--- src/rtl/shared_mem_bank_arbiter_if.sv ---
// Request/response and bank-side bus for shared_mem_bank_arbiter.
// slave: arbiter side; master: issue logic plus bank array side.
interface shared_mem_bank_arbiter_if #(
  parameter int NUM_LANES  = 4,
  parameter int NUM_BANKS  = 4,
  parameter int BANK_DEPTH = 32,
  parameter int DATA_WIDTH = 16
);
  localparam int BS = $clog2(NUM_BANKS);
  localparam int RW = $clog2(BANK_DEPTH);
  localparam int AW = BS + RW;
  localparam int PW = $clog2(NUM_LANES) + 1;

  logic                            req_valid;
  logic                            req_ready;
  logic                            req_write;
  logic [NUM_LANES-1:0]            req_lane_mask;
  logic [NUM_LANES*AW-1:0]         req_addr;
  logic [NUM_LANES*DATA_WIDTH-1:0] req_wdata;
  logic [NUM_BANKS-1:0]            bank_write_en;
  logic [NUM_BANKS*RW-1:0]         bank_addr;
  logic [NUM_BANKS*DATA_WIDTH-1:0] bank_write_data;
  logic [NUM_BANKS*DATA_WIDTH-1:0] bank_read_data;
  logic                            resp_valid;
  logic [NUM_LANES*DATA_WIDTH-1:0] resp_rdata;
  logic [PW-1:0]                   resp_passes;

  modport slave (
    input  req_valid, req_write, req_lane_mask,
    input  req_addr, req_wdata, bank_read_data,
    output req_ready, bank_write_en, bank_addr,
    output bank_write_data, resp_valid,
    output resp_rdata, resp_passes
  );

  modport master (
    output req_valid, req_write, req_lane_mask,
    output req_addr, req_wdata, bank_read_data,
    input  req_ready, bank_write_en, bank_addr,
    input  bank_write_data, resp_valid,
    input  resp_rdata, resp_passes
  );
endinterface

--- src/rtl/shared_mem_bank_arbiter.sv ---
// Multi-lane shared-memory request arbiter: serializes bank conflicts
// into passes, broadcasts same-address loads, one completion per request.
// Ports: clk, rst_n (async low), bus (slave: req_*, bank_*, resp_*).
module shared_mem_bank_arbiter #(
  parameter int NUM_LANES  = 4,
  parameter int NUM_BANKS  = 4,
  parameter int BANK_DEPTH = 32,
  parameter int DATA_WIDTH = 16
) (
  input  logic                       clk,
  input  logic                       rst_n,
  shared_mem_bank_arbiter_if.slave   bus
);
  localparam int NL = NUM_LANES;
  localparam int NB = NUM_BANKS;
  localparam int DW = DATA_WIDTH;
  localparam int BS = $clog2(NUM_BANKS);
  localparam int RW = $clog2(BANK_DEPTH);
  localparam int AW = BS + RW;
  localparam int PW = $clog2(NUM_LANES) + 1;
  localparam int LW = (NL > 1) ? $clog2(NL) : 1;

  typedef enum logic [1:0] {
    IDLE,
    ISSUE,
    DRAIN
  } state_t;

  state_t state_q, state_d;

  logic                   wr_q;
  logic [NL-1:0][AW-1:0]  addr_q;
  logic [NL-1:0][DW-1:0]  wdata_q;
  logic [NL-1:0]          pend_q;
  logic [NL-1:0]          served_q;
  logic [NL-1:0]          served;
  logic [PW-1:0]          pass_q;
  logic [NL-1:0][DW-1:0]  rdata_q;
  logic                   resp_valid_q;
  logic [PW-1:0]          resp_passes_q;

  logic [NL-1:0][BS-1:0]  lbank;
  logic [NL-1:0][RW-1:0]  lrow;
  logic [NB-1:0]          have;
  logic [NB-1:0][LW-1:0]  win_idx;
  logic [NB-1:0][RW-1:0]  win_row;
  logic [NB-1:0][DW-1:0]  win_dat;
  logic [NB-1:0][DW-1:0]  brd;

  assign brd = bus.bank_read_data;

  always_comb begin
    for (int i = 0; i < NL; i++) begin
      lbank[i] = addr_q[i][BS-1:0];
      lrow[i]  = addr_q[i][AW-1:BS];
    end
  end

  // Descending scan: the lowest pending lane is written last and wins.
  always_comb begin
    have    = '0;
    win_idx = '0;
    win_row = '0;
    win_dat = '0;
    served  = '0;
    for (int i = NL - 1; i >= 0; i--) begin
      if (state_q == ISSUE && pend_q[i]) begin
        have[lbank[i]]    = 1'b1;
        win_idx[lbank[i]] = LW'(i);
        win_row[lbank[i]] = lrow[i];
        win_dat[lbank[i]] = wdata_q[i];
      end
    end
    // Loads sharing the winner's row ride along as a broadcast.
    for (int i = 0; i < NL; i++) begin
      if (state_q == ISSUE && pend_q[i]) begin
        served[i] = (win_idx[lbank[i]] == LW'(i)) ||
                    (!wr_q && win_row[lbank[i]] == lrow[i]);
      end
    end
  end

  always_comb begin
    state_d = state_q;
    unique case (state_q)
      IDLE:    if (bus.req_valid) state_d = ISSUE;
      ISSUE:   if ((pend_q & ~served) == '0) state_d = DRAIN;
      DRAIN:   state_d = IDLE;
      default: state_d = IDLE;
    endcase
  end

  assign bus.req_ready       = (state_q == IDLE);
  assign bus.bank_write_en   = have & {NB{wr_q}};
  assign bus.bank_addr       = win_row;
  assign bus.bank_write_data = wr_q ? win_dat : '0;
  assign bus.resp_valid      = resp_valid_q;
  assign bus.resp_rdata      = rdata_q;
  assign bus.resp_passes     = resp_passes_q;

  always_ff @(posedge clk or negedge rst_n) begin
    if (!rst_n) begin
      state_q       <= IDLE;
      wr_q          <= 1'b0;
      addr_q        <= '0;
      wdata_q       <= '0;
      pend_q        <= '0;
      served_q      <= '0;
      pass_q        <= '0;
      rdata_q       <= '0;
      resp_valid_q  <= 1'b0;
      resp_passes_q <= '0;
    end else begin
      state_q      <= state_d;
      resp_valid_q <= 1'b0;
      served_q     <= served & {NL{~wr_q}};
      // Bank data for last cycle's served loads is valid now.
      for (int i = 0; i < NL; i++) begin
        if (served_q[i]) rdata_q[i] <= brd[lbank[i]];
      end
      unique case (state_q)
        IDLE: begin
          if (bus.req_valid) begin
            wr_q    <= bus.req_write;
            addr_q  <= bus.req_addr;
            wdata_q <= bus.req_wdata;
            pend_q  <= bus.req_lane_mask;
            pass_q  <= '0;
            rdata_q <= '0;
          end
        end
        ISSUE: begin
          pend_q <= pend_q & ~served;
          pass_q <= pass_q + PW'(1);
        end
        DRAIN: begin
          resp_valid_q  <= 1'b1;
          resp_passes_q <= pass_q;
        end
        default: ;
      endcase
    end
  end
endmodule

--- src/flat_wrapper.sv ---
// flat-port wrapper written by rule: the top's interface ports become plain ports
module shared_mem_bank_arbiter_flat 
#(
  parameter int NUM_LANES  = 4,
  parameter int NUM_BANKS  = 4,
  parameter int BANK_DEPTH = 32,
  parameter int DATA_WIDTH = 16
)
  (clk, rst_n, bus_req_valid, bus_req_write, bus_req_lane_mask, bus_req_addr, bus_req_wdata, bus_bank_read_data, bus_req_ready, bus_bank_write_en, bus_bank_addr, bus_bank_write_data, bus_resp_valid, bus_resp_rdata, bus_resp_passes);
  shared_mem_bank_arbiter_if #(.NUM_LANES(NUM_LANES), .NUM_BANKS(NUM_BANKS), .BANK_DEPTH(BANK_DEPTH), .DATA_WIDTH(DATA_WIDTH)) bus_i ();
  input  logic clk;
  input  logic rst_n;
  input wire logic [$bits(bus_i.req_valid)-1:0] bus_req_valid;
  input wire logic [$bits(bus_i.req_write)-1:0] bus_req_write;
  input wire logic [$bits(bus_i.req_lane_mask)-1:0] bus_req_lane_mask;
  input wire logic [$bits(bus_i.req_addr)-1:0] bus_req_addr;
  input wire logic [$bits(bus_i.req_wdata)-1:0] bus_req_wdata;
  input wire logic [$bits(bus_i.bank_read_data)-1:0] bus_bank_read_data;
  output wire logic [$bits(bus_i.req_ready)-1:0] bus_req_ready;
  output wire logic [$bits(bus_i.bank_write_en)-1:0] bus_bank_write_en;
  output wire logic [$bits(bus_i.bank_addr)-1:0] bus_bank_addr;
  output wire logic [$bits(bus_i.bank_write_data)-1:0] bus_bank_write_data;
  output wire logic [$bits(bus_i.resp_valid)-1:0] bus_resp_valid;
  output wire logic [$bits(bus_i.resp_rdata)-1:0] bus_resp_rdata;
  output wire logic [$bits(bus_i.resp_passes)-1:0] bus_resp_passes;
  assign bus_i.req_valid = bus_req_valid;
  assign bus_i.req_write = bus_req_write;
  assign bus_i.req_lane_mask = bus_req_lane_mask;
  assign bus_i.req_addr = bus_req_addr;
  assign bus_i.req_wdata = bus_req_wdata;
  assign bus_i.bank_read_data = bus_bank_read_data;
  assign bus_req_ready = bus_i.req_ready;
  assign bus_bank_write_en = bus_i.bank_write_en;
  assign bus_bank_addr = bus_i.bank_addr;
  assign bus_bank_write_data = bus_i.bank_write_data;
  assign bus_resp_valid = bus_i.resp_valid;
  assign bus_resp_rdata = bus_i.resp_rdata;
  assign bus_resp_passes = bus_i.resp_passes;
  shared_mem_bank_arbiter #(.NUM_LANES(NUM_LANES), .NUM_BANKS(NUM_BANKS), .BANK_DEPTH(BANK_DEPTH), .DATA_WIDTH(DATA_WIDTH)) u_core (.clk(clk), .rst_n(rst_n), .bus(bus_i));
endmodule
--- config.mk ---
export PLATFORM = sky130hd
export DESIGN_NAME = shared_mem_bank_arbiter_flat
export DESIGN_NICKNAME = d
export VERILOG_FILES = /design/src/rtl/shared_mem_bank_arbiter_if.sv /design/src/rtl/shared_mem_bank_arbiter.sv /design/src/flat_wrapper.sv
export SDC_FILE = /design/constraint.sdc
export NUM_CORES = 1
export LEC_CHECK = 0
export CAP_MARGIN = 20
export CELL_PAD_IN_SITES_DETAIL_PLACEMENT = 1
export CELL_PAD_IN_SITES_GLOBAL_PLACEMENT = 1
export CORE_ASPECT_RATIO = 0.75
export CORE_MARGIN = 3
export CORE_UTILIZATION = 34
export CTS_CLUSTER_DIAMETER = 30
export DETAILED_ROUTE_END_ITERATION = 6
export PLACE_DENSITY_LB_ADDON = 0.15
export REMOVE_ABC_BUFFERS = 1
export SETUP_SLACK_MARGIN = 0.15
export SYNTH_ARGS = -nofsm -noshare
export SYNTH_HDL_FRONTEND = slang
export SYNTH_SLANG_ARGS = --single-unit
export TNS_END_PERCENT = 5
--- constraint.sdc ---
create_clock -name clk -period 2.69 [get_ports clk]
set_clock_uncertainty 0.05 [all_clocks]
set_input_delay 0.6725 -clock clk [delete_from_list [all_inputs] [get_ports clk]]
set_output_delay 0.6725 -clock clk [all_outputs]
set_load 0.01 [all_outputs]
==> results_dict.tcl <==
set metrics [dict create \
    reg2reg_from "u_core.state_q[0]$_DFFE_PN0P_" \
    async_reset_ff_share_pct 100 \
    worstSetupPathType "reg -> reg" \
    setup_slack_ps -742 \
    io_buffer_count 320 \
    die_w_um 234 \
    grt_max_degree 77 \
    grt_pass1_wl_um 101000 \
    cts_tree "built" \
    antenna_found_initial 0 \
    ant_nets 0 \
    syn_inst 1531 \
    clkSlewWorstSetupHoldPaths_ps 80 \
    route.detailed.drc 0 \
    clock_latency_ps 460 \
    period_share_pct 128 \
    cts_max_level 4 \
    final_cells 2623 \
    ctsRootBufferMaster "clkbuf_16" \
    synth_flop_cell "dfrtp_1" \
    fillers 4328 \
    cp_max_fo 7 \
    gp_congestion 1.07 \
    worstMarginPinSlew_ps 559 \
    setup_viol 96 \
    start_util_pct 35.1 \
    io_pins 321 \
    core_area_mm2 0.0378 \
    hold_path.class "in -> async" \
    routed_wl_um 68700 \
    vias 15500 \
    via_per_inst 5.92 \
    grt_usage_pct 32.4 \
    clock_path_buffers 2 \
    die_y_um 177 \
    reg2reg_depth 15 \
    peakVddDrop_v 0.000634 \
    synth_area_per_cell_um2 8.66 \
    synth-warning-count 0 \
    synth-seq-cells 174 \
    dp_cells 2520 \
    cp-start-kind "flop" \
    p_leak_uw 0.00919 \
    numCtsBuffers 17 \
    fmax_mhz 291 \
    maxSlewViolCount 0 \
    seq_area_frac_synth_pct 32.9 \
    synth_cell_type_count 104 \
    hold_buffers 0 \
    wl_per_cell_um 26.2 \
    fin_crit_ps 3430 \
    timing.hold.ws_ps 97.3 \
    clock_sinks 174 \
    initialDrtViolationCount 1483 \
    critPathRequiredTime_ps 2990 \
    first_global_vias 16200 \
    synth_edf_count 0 \
    timing.rr.end "u_core.state_q[1]$_DFFE_PN0P_" \
    crit_arrival_ps 3730 \
    firstDrtPassIters 5 \
    die_area_mm2 0.0414 \
    hpwlAfterDp_um 50000 \
    finalHoldViolations 0 \
    powerDensity_mw_per_mm2 1020 \
    fin_nets 2271 \
    maxCapViolations 0 \
    std_cell_rows 61 \
    outcome "complete, but fails checks" \
    r2r_slack_ps -740 \
    antennaDiodeCount 0 \
    failed_checks "negative setup slack" \
    rsz0062_at_grt "true" \
    end_kind "flop" \
    maxSlewHeadroom_pct 62.7 \
    gr-total-overflow 0 \
    areaGrowthSynthToFinish_pct 60.0 \
    drive_gt1_share_pct 34.6 \
    synthesis.area_mm2 0.0133 \
]
[metrics by stage]
step	setup TNS [ps]	area (um^2)	util, %	total power (uW)	setup WS, ps
4_1_cts	-49370	20700	54.7	20800	-660
5_1_grt	-61160	21200	56.1	22800	-797
3_5_place_dp	-51690	19100	50.5	17300	-830
2_1_floorplan	-370580	12500	-	10500	-2390
6_report	-52150	21200	56.1	21700	-742
3_3_place_gp	-49030	19100	50.5	17000	-791
[layout by cell type, fill, tap and decap left out, drive strengths merged, types with 9 or more instances in the layout]
master         synthesis  routed
clkbuf                95      23
a221oi                51      51
nor3                  60      60
dfrtp                174     174
inv                   16      24
a211oi                12      12
clkdlybuf4s15          0      10
buf                   42     441
o22ai                 10      10
mux2i                 74      74
nand3                 18      18
nor2                 163     163
o21ai                 33      33
a21oi                 68      68
nor2b                 56      56
clkdlybuf4s50          0     230
clkinv                 5      10
o211ai                25      25
a221o                 18      18
nand2b                12      12
and3                   9       9
nand2                340     340
a21boi                16      16
a2111oi               10      10
mux4                  64      64
[how the worst max path moves through the flow]
stage | start | endpoint | slack, ps | depth (start not counted)
final | u_core.state_q[0]$_DFFE_PN0P_ | u_core.state_q[1]$_DFFE_PN0P_ | -740 | 15
after global routing | u_core.state_q[1]$_DFFE_PN0P_ | u_core.state_q[1]$_DFFE_PN0P_ | -800 | 14
after CTS | u_core.state_q[1]$_DFFE_PN0P_ | bus_bank_write_data[13] | -660 | 10
after detailed placement | u_core.state_q[0]$_DFFE_PN0P_ | u_core.state_q[0]$_DFFE_PN0P_ | -830 | 10
after global placement | u_core.state_q[1]$_DFFE_PN0P_ | u_core.state_q[1]$_DFFE_PN0P_ | -790 | 12
after floorplan | u_core.addr_q[0]$_DFFE_PN0P_ | u_core.state_q[1]$_DFFE_PN0P_ | -2390 | 9
[layer usage]
metal  global-route usage, %  routed length (um)
met1                    45.5               30300
met2                    49.5               30800
met3                    7.34                5460
met4                    10.6                2090
met5                       0                   0
[cell type report]
cell class / count / area (um^2) / area share [%]
Multi-Input combinational cell: 1198 / 9050 / 42.7
Timing Repair Buffer: 694 / 6500 / 30.7
Sequential cell: 174 / 4360 / 20.6
Tap cell: 504 / 631 / 2.97
Clock buffer: 18 / 439 / 2.07
Clock inverter: 14 / 144 / 0.678
Inverter: 21 / 80.1 / 0.378
[sequential cells by signal, indices dropped and copies added (netlist names)]
signal and flops:
u_core.pend_q 4, u_core.pass_q 3, u_core.addr_q 28, u_core.bus.resp_rdata 64
u_core.bus.resp_passes 3, u_core.wr_q 1, u_core.served_q 4, u_core.state_q 2
u_core.bus.resp_valid 1, u_core.wdata_q 64
[repair_timing]
item,4_1_cts,5_1_grt
resized for setup,490,105
pin swaps,47,46
buffers inserted,48,17
cloned,5,1
endpoints found under the setup margin,97,97
[worst max-delay path: stages, from the launching register on]
cell and delay [ps]:
dfrtp_2 470, buf_6 150, buf_4 150, and4b_2 280, buf_6 150, nand2_4 70
buf_8 130, o211ai_1 150, buf_4 200, buf_4 140, a32oi_4 200, xnor2_2 160
o311ai_4 100, a221oi_2 100, or4_4 550, o221a_1 260
[cell families (layout without fill, tap and decap cells)]
logic type      after synthesis  count (layout)  share of synthesized area (%)
compound gates              327             327                           19.0
flops                       174             174                           32.9
simple gates                723             723                           25.0
xor+xnor                      9               9                          0.595
mux                         138             138                           16.5
fa+ha+maj                     1               1                         0.0944
buf+inv                     159             747                           6.00
[Yosys cell counts, drive strengths merged, types with 8 or more instances]
library cell  count  share of area [%]
nand2           340                9.6
dfrtp           174                 33
nor2            163                4.7
clkbuf           95                3.4
mux2i            74                5.6
a21oi            68                2.6
mux4             64                 11
nor3             60                2.3
nor2b            56                2.6
a221oi           51                3.5
buf              42                1.9
o21ai            33                1.2
o211ai           25                1.4
a221o            18                1.4
nand3            18               0.68
a21boi           16               0.91
inv              16               0.45
a211oi           12               0.81
nand2b           12               0.57
a2111oi          10                1.0
o22ai            10               0.47
and3              9               0.45
nand4             8               0.38
[power breakdown]
part / leakage (uW) / total (uW) / switching, uW / internal [uW]
Clock: 0.000284 / 2570 / 1310 / 1260
Sequential: 0.00225 / 5000 / 1370 / 3630
Combinational: 0.00666 / 14100 / 7500 / 6600
Total: 0.00919 / 21700 / 10200 / 11500
(Power assumes the default switching activity.)
